$ cat config.mk
export PLATFORM = sky130hd
export DESIGN_NAME = fetch_unit
export DESIGN_NICKNAME = d
export VERILOG_FILES = /design/src/rtl/fetch_unit.sv
export SDC_FILE = /design/constraint.sdc
export NUM_CORES = 1
export LEC_CHECK = 0
export CORE_UTILIZATION = 45
export CTS_CLUSTER_SIZE = 10
export DETAILED_ROUTE_END_ITERATION = 8
export GPL_ROUTABILITY_DRIVEN = 0
export PLACE_DENSITY = 0.71
export SLEW_MARGIN = 30
export SYNTH_ARGS = -nofsm -noshare
export SYNTH_HDL_FRONTEND = slang
export SYNTH_SLANG_ARGS = --single-unit
$ cat constraint.sdc
create_clock -name clk -period 7.6 [get_ports clk]
set_input_delay 0.76 -clock clk [delete_from_list [all_inputs] [get_ports clk]]
set_output_delay 0.76 -clock clk [all_outputs]
set_load 0.1 [all_outputs]
$ cat src/rtl/fetch_unit.sv
// Instruction-fetch stage: owns the PC, drives a ready-handshaked instruction
// memory and holds the IF/ID pipeline register. A one-entry buffer keeps a
// response that completes while the hazard unit is stalling. Taken branches
// from EX and jumps from ID redirect the fetch stream.
module fetch_unit #(
   parameter logic [31:0] RESET_PC = 32'h0000_0000
) (
   input  logic        clk,
   input  logic        rst,
   input  logic        stall,
   input  logic        ex_branch,
   input  logic        ex_zero,
   input  logic [31:0] ex_target,
   input  logic        id_jump,
   input  logic [25:0] id_jidx,
   output logic        imem_req,
   output logic [31:0] imem_addr,
   input  logic        imem_ready,
   input  logic [31:0] imem_rdata,
   output logic [31:0] if_instr,
   output logic [31:0] if_pc_inc,
   output logic        if_valid,
   output logic        flush
);

   localparam int unsigned XLEN   = 32;
   localparam int unsigned JIDX_W = 26;

   typedef enum logic [1:0] {
      S_FETCH = 2'd0,
      S_DROP  = 2'd1,
      S_HOLD  = 2'd2
   } state_t;

   state_t            state;
   logic [XLEN-1:0]   pc;
   logic [XLEN-1:0]   redir_pc;
   logic [XLEN-1:0]   hold_instr;
   logic [XLEN-1:0]   hold_pc_inc;

   logic              ex_redir;
   logic              id_redir;
   logic              redirect;
   logic [XLEN-1:0]   tgt;
   logic [XLEN-1:0]   pc_inc;
   logic [JIDX_W-1:0] jidx;
   logic              load_mem;
   logic              load_hold;

   // Redirect resolution: the EX branch is the older instruction and wins.
   assign ex_redir = ex_branch & ex_zero;
   assign id_redir = id_jump & if_valid & ~stall & ~ex_redir;
   assign redirect = ex_redir | id_redir;
   assign jidx     = id_jidx;
   assign tgt      = ex_redir ? ex_target : {if_pc_inc[31:28], jidx, 2'b00};
   assign pc_inc   = pc + XLEN'(4);

   // IF/ID load sources: a fresh memory response or the stall buffer.
   assign load_mem  = (state == S_FETCH) & imem_ready & ~redirect & ~stall;
   assign load_hold = (state == S_HOLD) & ~redirect & ~stall;

   // Memory request side; the request is held stable on pc until ready.
   assign imem_req  = ~rst & (state != S_HOLD);
   assign imem_addr = pc;

   // Kill the younger instruction already moving into ID/EX.
   assign flush = ex_redir;

   // Fetch FSM, PC, stall buffer and pending redirect target.
   always_ff @(posedge clk or posedge rst) begin
      if (rst) begin
         state       <= S_FETCH;
         pc          <= RESET_PC;
         redir_pc    <= '0;
         hold_instr  <= '0;
         hold_pc_inc <= '0;
      end else begin
         case (state)
            S_FETCH: begin
               if (imem_ready) begin
                  if (redirect) begin
                     pc <= tgt;
                  end else if (stall) begin
                     hold_instr  <= imem_rdata;
                     hold_pc_inc <= pc_inc;
                     pc          <= pc_inc;
                     state       <= S_HOLD;
                  end else begin
                     pc <= pc_inc;
                  end
               end else if (redirect) begin
                  // Outstanding request cannot be withdrawn; remember where to go.
                  redir_pc <= tgt;
                  state    <= S_DROP;
               end
            end
            S_DROP: begin
               if (imem_ready) begin
                  pc    <= redirect ? tgt : redir_pc;
                  state <= S_FETCH;
               end else if (redirect) begin
                  redir_pc <= tgt;
               end
            end
            S_HOLD: begin
               if (redirect) begin
                  pc    <= tgt;
                  state <= S_FETCH;
               end else if (!stall) begin
                  state <= S_FETCH;
               end
            end
            default: begin
               state <= S_FETCH;
            end
         endcase
      end
   end

   // IF/ID register: redirect squashes, stall holds, otherwise load or bubble.
   always_ff @(posedge clk or posedge rst) begin
      if (rst) begin
         if_valid  <= 1'b0;
         if_instr  <= '0;
         if_pc_inc <= '0;
      end else if (redirect) begin
         if_valid <= 1'b0;
      end else if (stall) begin
         if_valid <= if_valid;
      end else if (load_mem) begin
         if_instr  <= imem_rdata;
         if_pc_inc <= pc_inc;
         if_valid  <= 1'b1;
      end else if (load_hold) begin
         if_instr  <= hold_instr;
         if_pc_inc <= hold_pc_inc;
         if_valid  <= 1'b1;
      end else begin
         if_valid <= 1'b0;
      end
   end

endmodule
# Yosys cells after proc, flatten, opt, wreduce, memory -nomap -nowiden
# Cells that the tools add are included.
dict set report totals {
  word_cells 68
  register_bits 195
}
dict set report classes {
  muxes 23
  eq_ne 11
  n_reduce_logical 9
  bitwise_logic 16
  add_sub_neg 1
}
# op count
set op_table {}
lappend op_table {{32-bit 2-to-1 mux} 10}
lappend op_table {{32-bit case mux with 3 select lines} 1}
lappend op_table {{32-bit by 3-bit adder with 32-bit output, second input constant} 1}
lappend op_table {{2-bit 2-to-1 mux} 7}
lappend op_table {{3-bit inequality test, second input constant} 4}
lappend op_table {{1-bit AND} 10}
lappend op_table {{2-bit inequality test, second input constant} 4}
lappend op_table {{4-bit AND reduction} 2}
lappend op_table {{2-bit case mux with 3 select lines} 1}
lappend op_table {{1-bit NOT} 5}
lappend op_table {{5-bit AND reduction} 1}
lappend op_table {{1-bit 2-to-1 mux} 4}
lappend op_table {{3-bit AND reduction} 1}
lappend op_table {{3-bit nonzero test} 1}
lappend op_table {{2-bit by 1-bit equality test with 1-bit output, second input constant} 1}
lappend op_table {{2-bit equality test, second input constant} 1}
lappend op_table {{2-bit logical NOT} 1}
lappend op_table {{2-bit by 1-bit inequality test with 1-bit output, second input constant} 1}
lappend op_table {{2-bit AND reduction} 1}
lappend op_table {{2-bit nonzero test} 1}
lappend op_table {{2-bit OR reduction} 1}
lappend op_table {{1-bit OR} 1}

# Longest topological paths before layout
# Gate-level depths: netlist of run 1.
dict set report depth {
  depth_word 11
  depth_mapped 10
}

# Least setup slack after synthesis of run 1
# No wires, ideal clock.
dict set report synth_path {
  path_kind {flip-flop to output port}
  start {register state[0]}
  end {output port imem_req}
  path_buffers 2
  arrival_ps 2367
  stages_incl_launch_ff 6
  slack_ps 4473
  path_cell_list {dfrtp_1 inv_1 ha_1 buf_1 buf_1 nor2_1}
}
dict set report synth_via {
  elab_chain_cells 2
}
# element line_no
set synth_lines {}
lappend synth_lines {{from (decl)} 35} ;# state_t state;
lappend synth_lines {{from (signal assigned)} 72} ;# state <= S_FETCH;
lappend synth_lines {{from (signal assigned)} 87} ;# state <= S_HOLD;
lappend synth_lines {{from (signal assigned)} 94} ;# state <= S_DROP;
lappend synth_lines {{2-bit inequality test} 63} ;# assign imem_req = ~rst & (state != S_HOLD);
lappend synth_lines {{1-bit AND} 63}
lappend synth_lines {{to (decl)} 16} ;# output logic imem_req,
# Every way passes these cells.

# Worst setup path after layout of run 1
dict set report layout_path {
  start {input port ex_branch}
  end {output port flush}
}
dict set report layout_via {
  elab_chain_cells 1
}
# element line_no
set layout_lines {}
lappend layout_lines {{from (decl)} 11} ;# input logic ex_branch,
lappend layout_lines {{1-bit AND} 51} ;# assign ex_redir = ex_branch & ex_zero;
lappend layout_lines {{to (decl)} 23} ;# output logic flush
# Every way passes these cells.

==> results of run 1 <==
==> through the flow <==
stage	hold WS [ns]	std cells	util
floorplan	0.442	1051	-
global placement	0.455	1468	0.555
detailed placement	0.461	1468	0.555
CTS	0.479	1500	0.582
global route	0.495	1500	0.582
finish	0.475	1500	0.582
==> cell families (layout without fill, tap and decap cells) <==
family	count (synthesis)	in the layout	synth area share
AO/OA/AOI/OAI	252	252	0.153
XOR/XNOR	28	28	0.0246
adder cells (fa/ha/maj)	5	5	0.00626
buffers and inverters	87	256	0.0375
flip-flops	195	195	0.489
multiplexers	125	125	0.127
AND/OR/NAND/NOR	359	359	0.164
==> cell type report <==
type,count,area [um^2]
clock buffers,17,425
flip-flops and latches,195,4880
fillers,1942,9120
well taps,280,350
repair buffers,211,2070
multi-input cells,769,4740
clock inverters,15,169
inverters,13,70.1
==> final timing paths <==
| check | from | to |
|---|---|---|
| max | ex_branch | flush |
| min | hold_instr[12]$_DFFE_PP0P_ | hold_instr[12]$_DFFE_PP0P_ |
| max reg2reg | state[0]$_DFFE_PP0P_ | imem_addr[3]$_DFFE_PP0P_ |
| min reg2reg | hold_instr[12]$_DFFE_PP0P_ | hold_instr[12]$_DFFE_PP0P_ |
| max in group asynchronous | rst | hold_instr[15]$_DFFE_PP0P_ |
| min in group asynchronous | rst | imem_addr[23]$_DFFE_PP0P_ |
==> worst min-delay path, delay by kind of cell, from the launching register on <==
kind / cells / cell delay [ns]
flip-flops: 1 / 0.34
AND/OR/NAND/NOR: 2 / 0.10
==> flip-flops by register name, summed over array words and instances, names as in the netlist <==
signal       flops
if_valid         1
if_instr        32
if_pc_inc       32
imem_addr       32
redir_pc        32
state            2
hold_pc_inc     32
hold_instr      32
==> routing by layer <==
layer | routed length, um | GRT usage | vias up
met5 | 0 | 0 | -
met4 | 831 | 0.0925 | 0
met3 | 1840 | 0.0476 | 67
met2 | 11900 | 0.369 | 353
met1 | 12200 | 0.344 | 4022
li1 | - | - | 4020
==> cell usage in the layout, fill, tap and decap left out, drive strengths merged, types with 6 or more instances in the layout <==
| cell | n |
|---|---|
| xor2 | 19 |
| nand4 | 18 |
| inv | 18 |
| nand2 | 235 |
| clkinv | 6 |
| nand3 | 21 |
| a32oi | 6 |
| and3 | 8 |
| clkbuf | 17 |
| a21oi | 46 |
| o21ai | 125 |
| mux2i | 114 |
| clkdlybuf4s50 | 192 |
| buf | 19 |
| a211oi | 6 |
| mux2 | 11 |
| nor3 | 15 |
| dfrtp | 195 |
| and2 | 7 |
| xnor2 | 9 |
| nor2 | 30 |
| a31oi | 11 |
==> metrics.yaml, run 1 <==
port-buffer-count: 195
synthTopCellsByCount: "nand2_1 (235), dfrtp_1 (195), mux2i_1 (114)"
min_period_ns: 4.37
clock-root-buffer: "clkbuf_16"
syn_area_per_cell_um2: 9.50
synth_cell_types: 74
cp-end-kind: "primary output"
fin_ws_ns: 3.23
synth_edf_count: 0
initial_core_util: 0.458
startpoint_type: "primary input"
grt_pass1_wl_um: 42800
crit_type: "in2out"
path_clk_slew_ns: 0.07
die_height_um: 151
seq_area_frac_synth: 0.489
cts_setup_buffers: 0
drive_above_1_share: 0.0656
drtIter0Drc: 784
fin_skew_ns: 0.0121
antenna_found_initial: 0
reg2reg_setup_slack_ns: 4.31
ant_nets: 0
finalSetupTns_ns: 0
synth_ff_type: "dfrtp_1"
cts.sinks: 195
pre_cts_slack_ns: 3.27
synth_nets: 1153
die_x_um: 151
rr_worst_depth: 6
wl_per_cell_um: 17.9
synth_area_leaders: "dfrtp_1 (49%), mux2i_1 (11%), nand2_1 (8.8%), o21ai_0 (5.2%), a21oi_1 (2.3%)"
cp.arrival_ns: 3.61
syn_inst: 1051
area_growth_pct: 27.2
die_area_mm2: 0.0228
crit_family: "buffers and inverters"
yosysMostFrequentCell: "nand2_1"
path_buf_inv: 4
grt_max_degree: 121
dp_hpwl_um: 18100
cts_hold_buf: 0
async_flop_share: 1.00
yosys.area.top_type: "dfrtp_1"
period_share: 0.575
top_level_ports: 196
crit_path_cell_trace: "clkdlybuf4s50_1, nand2_2, buf_4, inv_1, clkdlybuf4s50_1"
yosys_warnings: 0
tightest_slew_ns: 1.05
insertion_delay_ns: 0.44
rows: 54
required_ns: 6.84
numCtsBuffers: 17
finalMaxSlewViolations: 0
first_pass_iters: 5
antenna_cells: 0
cp_max_fo: 42
viasPerCell: 5.64
report.final.setup_viol: 0
min_path_type: "reg2reg"
overflow: 0
cts_resized: 0
critPathMostFrequentCell: "clkdlybuf4s50_1"
status: "finished, final reports clean"
syn_area_mm2: 0.00999
drc: 0
synth_top_area_share: 0.489
finalInstanceArea_mm2: 0.0127
placed_area_mm2: 0.0121
clk_path_buf_depth: 2
max_stage_delay_ns: 1.28
tritoncts: "yes"
nets: 1309
max_freq_mhz: 229
maxSlewHeadroom: 0.301
htree_levels: 4
drt_wl_total_um: 26900
design.core.area_mm2: 0.0218
worstHoldPathCells: 2
crit_cells: 5
grt_usage: 0.244
synth-seq-cells: 195
grt_setup_unrepaired: "no"
hold_viol: 0
slowest_stage: "clkdlybuf4s50_1"
vias: 8462
drv_cap: 0
grt_pass1_vias: 7946
Power of run 1 is left out: the tool's default activity adds up to more than one toggle a clock period on the data nets, which glitch-free logic cannot reach.
==> run 2, diff against run 1 <==
- PLACE_DENSITY: 0.71 -> 0.74
- clock period: 7.6 -> 3.8 ns (I/O delays scaled with it)
==> run 2 against run 1 <==
Net effect: final cell count is 0.87% higher; utilization is 0.65 points higher; clock-buffer cell count is 1 higher; critical endpoint is now imem_addr[2]; hold slack worse by 0.067 ns.
==> metrics.yaml, run 2 (synthesis gave the netlist of run 1 again) <==
max_freq_mhz: 366
path_clk_slew_ns: 0.07  # about the same
area_growth_pct: 28.6
finalMaxSlewViolations: 0  # unchanged
htree_levels: 4  # unchanged
hold_viol: 0  # unchanged
tritoncts: "yes"
crit_family: "buffers and inverters"
cp.arrival_ns: 2.35  # -1.26 ns
report.final.setup_viol: 0  # unchanged
clk_path_buf_depth: 2  # unchanged
insertion_delay_ns: 0.44  # about the same
maxSlewHeadroom: 0.298  # -0.00266
grt_max_degree: 98  # -19%
crit_type: "reg2out"
die_area_mm2: 0.0228  # unchanged
top_level_ports: 196  # unchanged
cp-end-kind: "primary output"
grt_pass1_vias: 8034  # +1.1%
placed_area_mm2: 0.0123  # +1.3%
rr_worst_depth: 8  # +2
finalSetupTns_ns: 0  # unchanged
final_common_cell: "nand2_1"
drive_above_1_share: 0.0762  # +0.0107
overflow: 0  # unchanged
drc: 0  # unchanged
required_ns: 3.42  # -3.42 ns
period_share: 0.720
drtIter0Drc: 744  # -5.1%
cts_hold_buf: 0  # unchanged
min_period_ns: 2.73
tightest_slew_ns: 1.05  # +0.00398 ns
endpoint: "imem_addr[2]"
fin_skew_ns: 0.0137  # +0.00157 ns
path_buf_inv: 1  # -3
drt_wl_total_um: 27200  # +1.4%
slowest_stage: "clkdlybuf4s50_1"
status: "finished, final reports clean"
crit-reg2reg-launch: "state[0]$_DFFE_PP0P_"
min_path_type: "in2async"
dp_hpwl_um: 19200  # +6.5%
initial_core_util: 0.458  # unchanged
antenna_cells: 0  # unchanged
numCtsBuffers: 17  # unchanged
grt_usage: 0.246  # +0.00266
clock-root-buffer: "clkbuf_16"
antenna_found_initial: 0  # unchanged
ant_nets: 0  # unchanged
crit_cells: 1  # -4
max_stage_delay_ns: 1.25  # -0.03 ns
drv_cap: 0  # unchanged
final_cell_mix: "nand2_1 (234), dfrtp_1 (195), clkdlybuf4s50_1 (191)"
die_height_um: 151  # unchanged
reg2reg_setup_slack_ns: 1.11  # -3.20 ns
cts.sinks: 195  # unchanged
die_x_um: 151  # unchanged
viasPerCell: 5.69  # +0.90%
finalInstanceArea_mm2: 0.0128  # +1.1%
cts_setup_buffers: 0  # unchanged
port-buffer-count: 195  # unchanged
first_pass_iters: 5  # unchanged
design.core.area_mm2: 0.0218  # unchanged
nets: 1322  # +0.99%
startpoint_type: "flop"
reg2reg_to: "imem_addr[23]$_DFFE_PP0P_"
rows: 54  # unchanged
wl_per_cell_um: 18.0  # +0.51%
grt_pass1_wl_um: 43300  # +1.1%
grt_setup_unrepaired: "no"
cp_max_fo: 10  # -76%
cts_resized: 0  # unchanged
vias: 8612  # +1.8%
crit_path_cell_trace: "clkdlybuf4s50_1"
crit_start: "imem_addr[2]$_DFFE_PP0P_"
run 2: changes by cell type in the layout (fill, tap and decap cells not counted), moves of 2 or more:
cell / before / now
buf_12: 0 / 6
inv_6: 3 / 5
clkinv_8: 2 / 0
clkinv_4: 0 / 3
buf_6: 3 / 0
buf_4: 13 / 25
inv_8: 4 / 2
run 2: worst min path at each step:
stage,endpoint,depth (start not counted),startpoint,slack [ns]
floorplan,redir_pc[11]$_DFFE_PP0P_,2,redir_pc[11]$_DFFE_PP0P_,0.44
global placement,hold_instr[22]$_DFFE_PP0P_,2,hold_instr[22]$_DFFE_PP0P_,0.46
detailed placement,hold_instr[21]$_DFFE_PP0P_,2,hold_instr[21]$_DFFE_PP0P_,0.46
CTS,imem_addr[27]$_DFFE_PP0P_,2,rst,0.42
global route,imem_addr[27]$_DFFE_PP0P_,2,rst,0.45
finish,imem_addr[26]$_DFFE_PP0P_,2,rst,0.41
run 2: per-stage QoR:
stage | util | setup WS, ns | hold slack [ns] | std cells
after CTS | 0.589 | 1.07 | 0.419 | 1513
after global routing | 0.589 | 0.925 | 0.450 | 1513
after floorplan | - | 0.902 | 0.442 | 1051
final | 0.589 | 1.07 | 0.408 | 1513
after global placement | 0.562 | 0.851 | 0.456 | 1481
after detailed placement | 0.562 | 0.768 | 0.462 | 1481
run 2: metal layers:
metal  part of all wire  global-route usage  routed length (um)  vias up
li1                   -                   -                   -     4058
met1               0.46               0.356               12500     4150
met2               0.45               0.371               12300      363
met3              0.070              0.0467                1910       41
met4              0.022              0.0810                 587        0
met5                  0                   0                   0        -
run 2: layout make-up:
class | count | area [um^2]
clock buffers | 18 | 439
clock inverters | 14 | 140
fillers | 1867 | 8980
inverters | 13 | 66.3
multi-input cells | 769 | 4740
flip-flops and latches | 195 | 4880
well taps | 280 | 350
repair buffers | 224 | 2230
Power of run 2 is left out for the same reason.
==> run 3, diff against run 2 <==
- PLACE_DENSITY: 0.74 -> 0.71
- clock period: 3.8 -> 2.8 ns (I/O delays scaled with it)
==> run 3 against run 2 <==
Net effect: critical path depth increased by 7; sequential cell count unchanged; utilization is 0.41 points lower; die area unchanged; global-route usage rose by 0.28 points; largest cell class unchanged.
==> metrics.yaml, run 3 (synthesis gave the netlist of run 1 again) <==
status: "finished, final reports clean"
antenna_cells: 0  # unchanged
cts_setup_buffers: 0  # unchanged
final_common_cell: "nand2_1"
area_growth_pct: 27.7
ant_nets: 0  # unchanged
grt_setup_unrepaired: "no"
design.core.area_mm2: 0.0218  # unchanged
hold_viol: 0  # unchanged
insertion_delay_ns: 0.44  # about the same
viasPerCell: 5.66  # -0.48%
tightest_slew_ns: 0.701  # -0.349 ns
crit_type: "reg2reg"
finalMaxSlewViolations: 0  # unchanged
min_path_type: "in2async"
drv_cap: 0  # unchanged
cp-end-kind: "flop"
antenna_found_initial: 0  # unchanged
clk_path_buf_depth: 2  # unchanged
grt_max_degree: 117  # +19%
htree_levels: 4  # unchanged
wl_per_cell_um: 18.1  # +0.58%
maxSlewHeadroom: 0.528  # +0.230
port-buffer-count: 195  # unchanged
nets: 1331  # +0.68%
die_x_um: 151  # unchanged
cts_hold_buf: 0  # unchanged
tritoncts: "yes"
min_period_ns: 2.60
finalSetupTns_ns: 0  # unchanged
startpoint_type: "flop"
cts_resized: 0  # unchanged
path_clk_slew_ns: 0.08  # about the same
initial_core_util: 0.458  # unchanged
numCtsBuffers: 17  # unchanged
grt_pass1_wl_um: 43800  # +1.1%
drtIter0Drc: 735  # -1.2%
report.final.setup_viol: 0  # unchanged
drc: 0  # unchanged
cp.arrival_ns: 2.89  # +0.54 ns
grt_usage: 0.249  # +0.00284
drive_above_1_share: 0.159  # +0.0832
drt_wl_total_um: 27600  # +1.2%
first_pass_iters: 6  # +1
vias: 8622  # +0.12%
period_share: 0.928
overflow: 0  # unchanged
max_freq_mhz: 385
die_area_mm2: 0.0228  # unchanged
fin_skew_ns: 0.0202  # +0.00653 ns
cp_max_fo: 12  # +2
rows: 54  # unchanged
required_ns: 3.10  # -0.32 ns
final_cell_mix: "nand2_1 (234), dfrtp_1 (195), buf_4 (128)"
dp_hpwl_um: 19400  # +0.83%
grt_pass1_vias: 8132  # +1.2%
cts.sinks: 195  # unchanged
die_height_um: 151  # unchanged
top_level_ports: 196  # unchanged
clock-root-buffer: "clkbuf_16"
## run 3: area by class of cell
class | count | area [um^2]
repair buffers | 233 | 2100
fillers | 1951 | 9070
clock inverters | 15 | 191
clock buffers | 17 | 425
multi-input cells | 769 | 4740
flip-flops and latches | 195 | 4880
well taps | 280 | 350
inverters | 13 | 66.3
## run 3: worst max-delay path, cell delays in order, from the launching register on
cell	delay, ns
dfrtp_1	0.42
inv_1	0.11
ha_1	0.43
o21ba_2	0.39
a311o_1	0.36
buf_4	0.23
nor2_1	0.07
o311ai_0	0.32
nand3_1	0.13
## run 3: metal layers
layer,share of wire,vias up,GRT usage
met2,0.45,403,0.385
met4,0.022,0,0.0855
li1,-,4063,-
met1,0.45,4111,0.354
met5,0,-,0
met3,0.073,45,0.0413
## run 3: final timing paths
kind                                                    to  slack (ns)  depth (start not counted)                  startpoint
worst max-delay path              imem_addr[2]$_DFFE_PP0P_        0.20                          8        state[1]$_DFFE_PP0P_
worst min-delay path              redir_pc[30]$_DFFE_PP0P_        0.32                          3                         rst
worst max register to register    imem_addr[2]$_DFFE_PP0P_        0.20                          8        state[1]$_DFFE_PP0P_
worst min register to register  hold_instr[31]$_DFFE_PP0P_        0.48                          2  hold_instr[31]$_DFFE_PP0P_
max in group asynchronous          if_instr[8]$_DFFE_PP0P_        1.86                          3                         rst
min in group clk                 hold_instr[0]$_DFFE_PP0P_        0.41                          3               imem_rdata[0]
## run 3: through the flow
step	cells	util	area [um^2]	setup WS, ns	hold WS, ns
CTS	1522	0.584	12800	0.269	0.319
global placement	1490	0.556	12100	0.157	0.456
finish	1522	0.584	12800	0.202	0.322
detailed placement	1490	0.556	12100	0.158	0.461
global route	1522	0.584	12800	0.0471	0.352
floorplan	1051	-	9990	0.00160	0.385
Power of run 3 is left out for the same reason.
